**config.mk**
```make
export PLATFORM = sky130hd
export DESIGN_NAME = sd_block_mgr
export DESIGN_NICKNAME = d
export VERILOG_FILES = /design/src/rtl/sd_mgr_pkg.sv /design/src/rtl/sd_mgr_wr_stream.sv /design/src/rtl/sd_block_mgr.sv
export SDC_FILE = /design/constraint.sdc
export NUM_CORES = 1
export LEC_CHECK = 0
export CORE_ASPECT_RATIO = 0.5
export CORE_MARGIN = 2
export CORE_UTILIZATION = 47
export DETAILED_ROUTE_END_ITERATION = 10
export HOLD_SLACK_MARGIN = 0.12
export PLACE_DENSITY = 0.81
export SLEW_MARGIN = 25
export SYNTH_ARGS = -nofsm -noshare
export SYNTH_HDL_FRONTEND = slang
export SYNTH_SLANG_ARGS = --single-unit
```
**constraint.sdc**
```tcl
create_clock -name clk_50 -period 3.05 [get_ports clk_50]
set_input_delay 0.305 -clock clk_50 [delete_from_list [all_inputs] [get_ports clk_50]]
set_output_delay 0.305 -clock clk_50 [all_outputs]
set_load 0.01 [all_outputs]
```
**src/rtl/sd_mgr_pkg.sv**
```systemverilog
// Shared types and sizing for the SD block manager.
package sd_mgr_pkg;

   localparam int unsigned WORDS_PER_BLOCK = 128;
   localparam int unsigned ADDR_W          = 7;
   localparam int unsigned LBA_W           = 32;
   localparam int unsigned WORD_W          = 32;

   typedef enum logic [2:0] {
      IDLE,
      RD_REQ,
      RD_FILL,
      RD_GO,
      WR_REQ,
      WR_STREAM,
      WR_ACK,
      WR_DONE
   } state_t;

endpackage

```
**src/rtl/sd_mgr_wr_stream.sv**
```systemverilog
// Write-BRAM reader feeding a valid/ready stream: absorbs the 1-cycle BRAM latency
// through a 2-entry skid FIFO and flags the block's last accepted beat.
module sd_mgr_wr_stream #(
   parameter int unsigned WORDS = sd_mgr_pkg::WORDS_PER_BLOCK,
   parameter int unsigned AW    = sd_mgr_pkg::ADDR_W
) (
   input  logic                          clk,
   input  logic                          reset_n,
   input  logic                          start,
   input  logic                          clear,
   input  logic [sd_mgr_pkg::WORD_W-1:0] bram_q,
   output logic [AW-1:0]                 bram_addr,
   output logic                          valid,
   input  logic                          ready,
   output logic [sd_mgr_pkg::WORD_W-1:0] data,
   output logic                          last
);
   import sd_mgr_pkg::*;

   logic [AW:0]         rd_cnt;
   logic [AW:0]         sent;
   logic                inflight;
   logic                active;
   logic [WORD_W-1:0]   mem [2];
   logic                rptr;
   logic                wptr;
   logic [1:0]          count;
   logic                push;
   logic                pop;
   logic                issue;

   assign push      = inflight;
   assign pop       = valid & ready;
   assign valid     = (count != 2'd0);
   assign data      = valid ? mem[rptr] : '0;
   assign bram_addr = rd_cnt[AW-1:0];
   assign last      = pop & (sent == (AW+1)'(WORDS - 1));
   // Only issue a read if the word it returns next cycle is guaranteed a FIFO slot.
   assign issue     = active & (rd_cnt < (AW+1)'(WORDS)) &
                      ((3'(count) + 3'(inflight)) <= (3'd1 + 3'(pop)));

   always_ff @(posedge clk) begin
      if (!reset_n) begin
         rd_cnt   <= '0;
         sent     <= '0;
         inflight <= 1'b0;
         active   <= 1'b0;
         rptr     <= 1'b0;
         wptr     <= 1'b0;
         count    <= '0;
      end else if (start || clear) begin
         rd_cnt   <= '0;
         sent     <= '0;
         inflight <= 1'b0;
         active   <= start;
         rptr     <= 1'b0;
         wptr     <= 1'b0;
         count    <= '0;
      end else begin
         inflight <= issue;
         if (issue) rd_cnt <= rd_cnt + (AW+1)'(1);
         if (push) begin
            mem[wptr] <= bram_q;
            wptr      <= ~wptr;
         end
         if (pop) begin
            rptr <= ~rptr;
            sent <= sent + (AW+1)'(1);
         end
         count <= count + {1'b0, push} - {1'b0, pop};
         if (last) active <= 1'b0;
      end
   end

endmodule

```
**src/rtl/sd_block_mgr.sv**
```systemverilog
// Block manager: services link read/write block requests against a host port.
// Optional host watchdog enabled by defining SD_MGR_TIMEOUT_EN.
module sd_block_mgr #(
   parameter int unsigned WORDS_PER_BLOCK = sd_mgr_pkg::WORDS_PER_BLOCK,
   parameter int unsigned ADDR_W          = sd_mgr_pkg::ADDR_W,
   parameter int unsigned TIMEOUT_CYCLES  = 1000000
) (
   input  logic               clk_50,
   input  logic               reset_n,
   input  logic               block_read_act,
   input  logic [31:0]        block_read_addr,
   input  logic               block_read_stop,
   output logic               block_read_go,
   input  logic               block_write_act,
   input  logic [31:0]        block_write_addr,
   output logic               block_write_done,
   output logic [ADDR_W-1:0]  bram_rd_mgr_addr,
   output logic [31:0]        bram_rd_mgr_data,
   output logic               bram_rd_mgr_wren,
   output logic [ADDR_W-1:0]  bram_wr_mgr_addr,
   input  logic [31:0]        bram_wr_mgr_q,
   output logic               host_req_valid,
   input  logic               host_req_ready,
   output logic               host_req_write,
   output logic [31:0]        host_req_lba,
   input  logic               host_rd_valid,
   input  logic [31:0]        host_rd_data,
   output logic               host_wr_valid,
   input  logic               host_wr_ready,
   output logic [31:0]        host_wr_data,
   input  logic               host_wr_ack,
   output logic               busy,
   output logic               err_timeout
);
   import sd_mgr_pkg::*;

   if (TIMEOUT_CYCLES == 0 || (1 << ADDR_W) != WORDS_PER_BLOCK) begin : g_bad_cfg
      $error("sd_block_mgr: invalid WORDS_PER_BLOCK/ADDR_W/TIMEOUT_CYCLES");
   end

   state_t              state, state_nx;
   logic                rd_act_q, wr_act_q, rd_rise, wr_rise;
   logic                rd_pend, wr_pend, take_rd, take_wr;
   logic [LBA_W-1:0]    rd_lba, wr_lba, req_lba;
   logic [ADDR_W-1:0]   wcnt;
   logic                rd_abort, fill_word, fill_end;
   logic                timeout_hit;
   logic                st_valid, st_ready, st_last;
   logic [WORD_W-1:0]   st_data;

   assign rd_rise          = block_read_act & ~rd_act_q;
   assign wr_rise          = block_write_act & ~wr_act_q;
   assign fill_word        = (state == RD_FILL) & host_rd_valid;
   assign fill_end         = fill_word & (wcnt == ADDR_W'(WORDS_PER_BLOCK - 1));
   assign busy             = (state != IDLE);
   assign host_req_lba     = req_lba;
   assign bram_rd_mgr_addr = wcnt;
   assign bram_rd_mgr_data = bram_rd_mgr_wren ? host_rd_data : '0;
   assign st_ready         = (state == WR_STREAM) & host_wr_ready & ~timeout_hit;
   assign host_wr_valid    = (state == WR_STREAM) & st_valid & ~timeout_hit;
   assign host_wr_data     = host_wr_valid ? st_data : '0;

   sd_mgr_wr_stream #(
      .WORDS (WORDS_PER_BLOCK),
      .AW    (ADDR_W)
   ) u_wr_stream (
      .clk       (clk_50),
      .reset_n   (reset_n),
      .start     ((state == WR_REQ) & host_req_valid & host_req_ready),
      .clear     (timeout_hit),
      .bram_q    (bram_wr_mgr_q),
      .bram_addr (bram_wr_mgr_addr),
      .valid     (st_valid),
      .ready     (st_ready),
      .data      (st_data),
      .last      (st_last)
   );

   always_ff @(posedge clk_50) begin
      if (!reset_n) state <= IDLE;
      else          state <= state_nx;
   end

   always_comb begin
      state_nx         = state;
      take_rd          = 1'b0;
      take_wr          = 1'b0;
      host_req_valid   = 1'b0;
      host_req_write   = 1'b0;
      block_read_go    = 1'b0;
      block_write_done = 1'b0;
      bram_rd_mgr_wren = 1'b0;
      case (state)
         IDLE: begin
            if (rd_pend) begin
               take_rd  = 1'b1;
               state_nx = RD_REQ;
            end else if (wr_pend) begin
               take_wr  = 1'b1;
               state_nx = WR_REQ;
            end
         end
         RD_REQ: begin
            host_req_valid = ~timeout_hit;
            if (block_read_stop)                     state_nx = IDLE;
            else if (timeout_hit)                    state_nx = RD_GO;
            else if (host_req_ready)                 state_nx = RD_FILL;
         end
         RD_FILL: begin
            // After a stop the rest of the block is still drained from the host.
            bram_rd_mgr_wren = host_rd_valid & ~rd_abort & ~block_read_stop;
            if (fill_end)         state_nx = (rd_abort | block_read_stop) ? IDLE : RD_GO;
            else if (timeout_hit) state_nx = RD_GO;
         end
         RD_GO: begin
            block_read_go = 1'b1;
            state_nx      = IDLE;
         end
         WR_REQ: begin
            host_req_valid = ~timeout_hit;
            host_req_write = 1'b1;
            if (timeout_hit)         state_nx = WR_DONE;
            else if (host_req_ready) state_nx = WR_STREAM;
         end
         WR_STREAM: begin
            if (st_last)          state_nx = WR_ACK;
            else if (timeout_hit) state_nx = WR_DONE;
         end
         WR_ACK: begin
            if (host_wr_ack || timeout_hit) state_nx = WR_DONE;
         end
         WR_DONE: begin
            block_write_done = 1'b1;
            state_nx         = IDLE;
         end
         default: state_nx = IDLE;
      endcase
   end

   always_ff @(posedge clk_50) begin
      if (!reset_n) begin
         rd_act_q <= 1'b0;
         wr_act_q <= 1'b0;
         rd_pend  <= 1'b0;
         wr_pend  <= 1'b0;
         rd_lba   <= '0;
         wr_lba   <= '0;
         req_lba  <= '0;
         wcnt     <= '0;
         rd_abort <= 1'b0;
      end else begin
         rd_act_q <= block_read_act;
         wr_act_q <= block_write_act;
         if (rd_rise) rd_lba <= block_read_addr;
         if (wr_rise) wr_lba <= block_write_addr;
         rd_pend <= rd_rise | (rd_pend & ~take_rd);
         wr_pend <= wr_rise | (wr_pend & ~take_wr);
         if (take_rd) begin
            req_lba  <= rd_lba;
            wcnt     <= '0;
            rd_abort <= 1'b0;
         end
         if (take_wr) req_lba <= wr_lba;
         if (fill_word) wcnt <= wcnt + ADDR_W'(1);
         if ((state == RD_FILL) && block_read_stop) rd_abort <= 1'b1;
      end
   end

`ifdef SD_MGR_TIMEOUT_EN
   localparam int unsigned TW = $clog2(TIMEOUT_CYCLES + 1);

   logic [TW-1:0] tcnt;
   logic          tmo_active, hs_any;

   assign tmo_active  = state inside {RD_REQ, RD_FILL, WR_REQ, WR_STREAM, WR_ACK};
   assign hs_any      = (host_req_valid & host_req_ready) | fill_word |
                        (host_wr_valid & host_wr_ready) | ((state == WR_ACK) & host_wr_ack);
   assign timeout_hit = tmo_active & (tcnt == TW'(TIMEOUT_CYCLES - 1));

   always_ff @(posedge clk_50) begin
      if (!reset_n || !tmo_active || hs_any) tcnt <= '0;
      else                                   tcnt <= tcnt + TW'(1);
   end

   always_ff @(posedge clk_50) begin
      if (!reset_n)                              err_timeout <= 1'b0;
      else if (timeout_hit)                      err_timeout <= 1'b1;
      else if (host_req_valid && host_req_ready) err_timeout <= 1'b0;
   end
`else
   assign timeout_hit = 1'b0;
   assign err_timeout = 1'b0;
`endif

endmodule
```
**Word level (Yosys, flattened, before mapping)**

Memory sizes are Yosys's and may differ from the RTL's. A register that Yosys moved wholly into a read port is not among the register bits.
Cells that the tools add are included.

- Order comparisons: 2
- Bitwise operators: 28
- Eq/ne operators: 15
- Add/subtract/negate cells: 7
- Mux-type cells: 37
- Reduce and logical (&&, ||, !) cells: 12

Operators with widths:

| kind | count |
|---|---|
| $mux W32 | 5 |
| $mux W3 | 8 |
| $pmux W3 S7 | 1 |
| $mux W1 | 20 |
| $add A8 B1 Y8 const B | 2 |
| $and A1 B1 Y1 | 16 |
| $mux W7 | 2 |
| $eq A3 B3 Y1 const B | 4 |
| $reduce_bool A2 Y1 | 5 |
| $not A1 Y1 | 9 |
| $eq A8 B7 Y1 const B | 1 |
| $lt A8 B8 Y1 const B | 1 |
| $ne A2 B2 Y1 const B | 4 |
| $add A7 B1 Y7 const B | 1 |
| $eq A7 B7 Y1 const B | 1 |
| $eq A3 B2 Y1 const B | 2 |
| $ne A3 B3 Y1 const B | 2 |
| $reduce_and A6 Y1 | 1 |
| $reduce_or A2 Y1 | 3 |
| $add A2 B1 Y3 | 1 |
| $eq A3 B1 Y1 const B | 1 |
| $le A3 B3 Y1 | 1 |
| $logic_not A3 Y1 | 1 |
| $or A1 B1 Y1 | 3 |
| 6 further kinds | 6 |

- Bits of input ports: 137
- Logic and storage cells: 119
- Flip-flop bits (word level): 133
- Memories: 1
- RAM bits: 64

Memories:

| memory | depth | bits a word | read ports | clocked after memory_dff | wr ports | RTL line | source |
|---|---|---|---|---|---|---|---|
| u_wr_stream.mem | 2 | 32 | 1 | 1 | 1 | sd_mgr_wr_stream.sv:24 | `logic [WORD_W-1:0] mem [2];` |

**Longest topological paths before layout**

- Depth in word-level cells: 8
- Gate-level depth with buffers: 10
- Mapped depth without buffers: 8

**Hierarchy**

A second synthesis with hierarchy kept.

- Cells, all modules: 871
- Area, all modules: 8280.4 um2

By module, submodules not included:

| module | sequential area each (um2) | cells each | times used | area each (um2) |
|---|---|---|---|---|
| sd_block_mgr | 2222.1 | 605 | 1 | 4744.6 |
| sd_mgr_wr_stream | 2382.3 | 266 | 1 | 3535.9 |

**Least setup slack after synthesis**

OpenSTA, ideal clock, no wires.

- Kind: reg-to-reg
- From: register state[1]
- To: memory u_wr_stream.mem[0][0], enable pin
- Stages on the path, launching flop included: 6
- Setup slack: 0.318 ns
- Library setup time: 0.421 ns
- Arrival time: 2.311 ns
- Data required time: 2.629 ns
- Buffers on the path: 1
- Cell sequence: dfxtp_1 buf_2 and4bb_2 nor2_1 nand2_1 nor2_1

- Longest elaborated chain between the ends: 8
- Elaborated cells on any way between the ends: 9
- Those cells by class: eq/ne (2); mux (4); bitwise (2); reduce/logical (1)

Ends and longest elaborated chain:

| what | RTL line | source |
|---|---|---|
| start, declared | sd_block_mgr.sv:41 | `state_t state, state_nx;` |
| start signal, assigned | sd_block_mgr.sv:81 | `else state <= state_nx;` |
| $eq A3 B3 Y1 or $eq A3 B1 Y1 (tied branches) | sd_block_mgr.sv:69, sd_block_mgr.sv:93 |  |
| $reduce_or A2 Y1 (no source line) | n/a |  |
| $mux W1 | sd_block_mgr.sv:93 | `case (state)` |
| $and A1 B1 Y1 (*) (2 in a row) | sd_block_mgr.sv:69 | `.start ((state == WR_REQ) & host_req_valid & host_req_ready),` |
| $mux W1 (*) | sd_mgr_wr_stream.sv:51 | `end else if (start \|\| clear) begin` |
| $mux W1 (*) | sd_mgr_wr_stream.sv:43 | `if (!reset_n) begin` |
| $mux W1 (not written as such) (*) | sd_mgr_wr_stream.sv:63 | `mem[wptr] <= bram_q;` |
| end, declared | sd_mgr_wr_stream.sv:24 |  |

Mark *: on every way between the ends. The rest lies on a longest branch, timed or not.

**Final worst setup path**

- From: register state[0]
- To: output port bram_rd_mgr_data[20]

- Longest elaborated chain between the ends: 3

Ends and longest elaborated chain:

| what | RTL line | source |
|---|---|---|
| $eq A3 B2 Y1 | sd_block_mgr.sv:93 |  |
| $mux W1 | sd_block_mgr.sv:93 |  |
| $mux W32 | sd_block_mgr.sv:58 | `assign bram_rd_mgr_data = bram_rd_mgr_wren ? host_rd_data : '0;` |
| end, declared | sd_block_mgr.sv:18 | `output logic [31:0] bram_rd_mgr_data,` |

Every way passes these cells.

==> results <==
- The number of antenna violations at the first check in global routing is 0.
- Summed over all layers, the routed wires come to 21.0 mm.
- The register bit count reported by yosys is 198.
- The number of rows in the core area is 33.
- The required time at the endpoint of the critical path is 2.74 ns.
- In the final routed layout, each cell accounts on average for 16.2 um.
- The combined global-route utilization of all metal layers is 0.227.
- The die is 189 um wide.
- The clock tree from TritonCTS is yes.
- The pin count of the biggest net entering global routing is 99.
- The first global-routing pass estimated 32.5 mm of wire.
- The maximum ir drop on the vdd rail is 0.510 mV.
- The worst setup skew after layout is 0.0118 ns.
- Of the total power, combinational logic draws 0.193.
- The post-synthesis share of cell area spent on and, or, nand and nor gates is 0.187.
- The number of placed instances, taps included, is 1268.
- Using the TritonRoute via totals, the vias-per-cell ratio works out to 5.15.
- The share of total power dissipated in the clock network is 0.346.
- The total net switching power is 0.00179 W.
- The remaining design rule violation count is 0.
- The number of hold buffers added after CTS is 0.
- By area, the combinational part of the netlist is dominated by simple AND/OR/NAND/NOR gates.
- The total area inside the core boundary comes to 16600 sq um.
- The net count after synthesis is 975.
- The depth of the most critical reg-to-reg path is 9.
- During I/O placement, the number of pins put on the boundary was 255.
- Measured against the total synthesized area, the mux share comes to 0.0450.
- The fraction of final layout cells sized beyond drive strength 1 is 0.0652.
- The H-tree was split into 4 levels.
- For the worst setup path, the data arrival time is 2.42 ns.
- The first TritonRoute pass finished after 5 iterations.
- The clock transition time at the flip-flop clock pins of the worst setup and hold paths is 0.08 ns.
- The power density over cell area is 560 nW/um^2.
- The clock root buffer is clkbuf_16.
- The critical path is of the reg2out type.
- The path class of the tightest hold or removal check is in2reg.
- Global routing finished with a remaining overflow of 0.
- The share of synthesized area occupied by flip-flops and latches is 0.573.
- The HPWL after detailed placement is 14.7 mm.
- For the pin with the worst max-slew slack, the measured transition is 0.964 ns.
- Synthesis handed over a netlist of 830 instances.
- The final antenna diode count is 0.
- The number of setup violations in the final report is 0.
- The library cell used most frequently in the layout, excluding fill and tap cells, is clkdlybuf4s50_1.
- The total die area is 18200 sq um.
- The synthesis warning total is 0.
- The library cells used most frequently in the layout, excluding fill and tap cells, are clkdlybuf4s50_1, nand2_1, dfxtp_1.
- The peak clock frequency supported by timing is 367 MHz.
- The layout filler cell count is 1215.
- The hold violation total from the final report is 0.
- Of the total power, registers draw 0.460.
- The switching share of power is 0.281.
- The post-synthesis cell type count is 58.
- Setup repair after global routing left no endpoint under its margin.
- The net total in the final layout is 1205.
- The total standard cell area after synthesis is 8030 sq um.
- At the end of routability-driven placement, the weighted congestion stood at 0.829.
- The initial utilization of the core area, before any placement, comes to 0.485.
- The clock sink count is 198.
- The static leakage power is 3.94 nW.
- The number of port buffers is 253.
- The kind of end point of the critical path is an output pin.
- The buffers inserted during post-CTS setup optimization is 0.
- The clock reaches the later pin of the worst-skew pair after 0.43 ns.
- In the final timing run, aggregate negative setup slack is 0 ns.
- The mean post-synth cell area is 9.68 sq um.
- The finished layout holds 1300 standard cells, fillers aside.
- In this run the vertical extent of the chip is 96.4 um.
- The final worst-path cycle share is 0.894.
- The reported max-cap violation count is 0.
- The worst setup path is launched from a flop.
- The number of buffers created by CTS is 17.
- The clock passes through at most 2 buffers.
- The final critical delay including setup and external delays is 2.73 ns.
- The count of pins over their slew limit is 0.
- The commonest register cell after synthesis is dfxtp_1.
- The number of global-route vias before repair was 6487.
- The area share of xor/xnor cells in the synthesized design is 0.0153.
- The final route contains 6691 vias.
- In the synthesized netlist the async set-or-reset flop fraction comes to 0.
- The largest fanout on the critical path is 33.
- The fraction of the mapped netlist area in compound gates is 0.125.
- Once detail routing completed, the nets flagged for antenna violations numbered 0.
- Cell internal power was estimated by the tool at 0.00457 W.
- In this run, the number of DRC markers left after iteration 0 of detailed routing was 435.
- Post-CTS repair changed the size of 0 cells.
- The adder-cell share of the synthesized area is 0.0134.
- The count of flip-flops with a built-in enable after synthesis is 64.
- The worst hold path cell count is 3.
- The layout overhead on the synthesized area is 41.3%.
- The run finished with clean final reports.
- In this run the tightest slew margin relative to its limit is 0.357.
-- Yosys cell counts (all sizes together) (7+ instances only) --
cell	n	share of area
nand2	174	0.081
dfxtp	134	0.33
a21oi	109	0.068
edfxtp	64	0.24
nor2	62	0.029
and2	37	0.029
clkbuf	36	0.017
mux2i	35	0.044
a22oi	34	0.032
buf	28	0.019
o21ai	14	0.0087
inv	11	0.0051
ha	7	0.011
or3	7	0.0055
xnor2	7	0.0076
xor2	7	0.0076
-- worst paths after layout --
kind                            slack [ns]                 start                     to
worst max-delay path                  0.32              state[0]   bram_rd_mgr_data[20]
worst min register to register        0.45      host_req_lba[11]       host_req_lba[11]
worst min-delay path                  0.42    block_read_addr[9]              rd_lba[9]
worst max register to register        0.57  u_wr_stream.count[1]  u_wr_stream.rd_cnt[3]
-- stage by stage --
stage               cell area (sq um)  power [W]  utilization  setup slack, ns  hold slack (ns)
floorplan                        8030    0.00364            -            0.318            0.404
global placement                10800    0.00418        0.650            0.466            0.443
detailed placement              10800    0.00421        0.650            0.369            0.447
CTS                             11300    0.00640        0.685            0.329            0.406
global route                    11300    0.00663        0.685            0.161            0.411
finish                          11300    0.00636        0.685            0.322            0.418
-- sequential cells by signal, summed over array words and instances (netlist names), named ones only --
name and cells:
bram_rd_mgr_addr 7, host_req_lba 32, rd_abort 1, rd_act_q 1, rd_lba 32, rd_pend 1
state 3, u_wr_stream.active 1, u_wr_stream.count 2, u_wr_stream.inflight 1, u_wr_stream.mem 64, u_wr_stream.rd_cnt 8
u_wr_stream.rptr 1, u_wr_stream.sent 8, u_wr_stream.wptr 1, wr_act_q 1, wr_lba 32, wr_pend 1
-- power groups by stage --
stage / Clock (W) / Combinational (W) / Sequential (W)
after global routing: 0.00235 / 0.00134 / 0.00294
after CTS: 0.00224 / 0.00124 / 0.00293
after detailed placement: 0 / 0.00123 / 0.00299
after global placement: 0 / 0.00120 / 0.00298
final: 0.00220 / 0.00123 / 0.00293
after floorplan: 0 / 0.000659 / 0.00298
-- layer usage --
metal	vias up	wire, um	global-route usage
met1	3183	9080	0.289
met5	-	0	0
met3	25	1080	0.0379
met4	0	303	0.0723
li1	3295	-	-
met2	188	10500	0.402
-- critical path, cell delays in order (launching register included) --
cell	delay, ns
dfxtp_1	0.32
buf_4	0.20
nand4bb_1	0.31
nor3_2	0.17
buf_4	0.28
and2_1	0.17
clkdlybuf4s50_1	0.54
-- cells by family after synthesis --
family / count (synthesis)
xor gates and xnor gates: 14
muxes: 36
other: 1
DFF: 198
adders and majority gates: 8
buffers and inverters: 75
and+or+nand+nor: 325
AOI/OAI and AO/OA: 173
-- layout make-up --
cell class / instances / area [sq um] / share of cell area
clock buffers: 20 / 478 / 0.0421
repair buffers: 275 / 2700 / 0.238
clock inverters: 12 / 106 / 0.00937
multi-input cells: 557 / 3130 / 0.276
flip-flops and latches: 198 / 4610 / 0.406
inverters: 11 / 41.3 / 0.00364
well taps: 227 / 284 / 0.0250
Note: power is estimated with default switching activity, not from simulation.
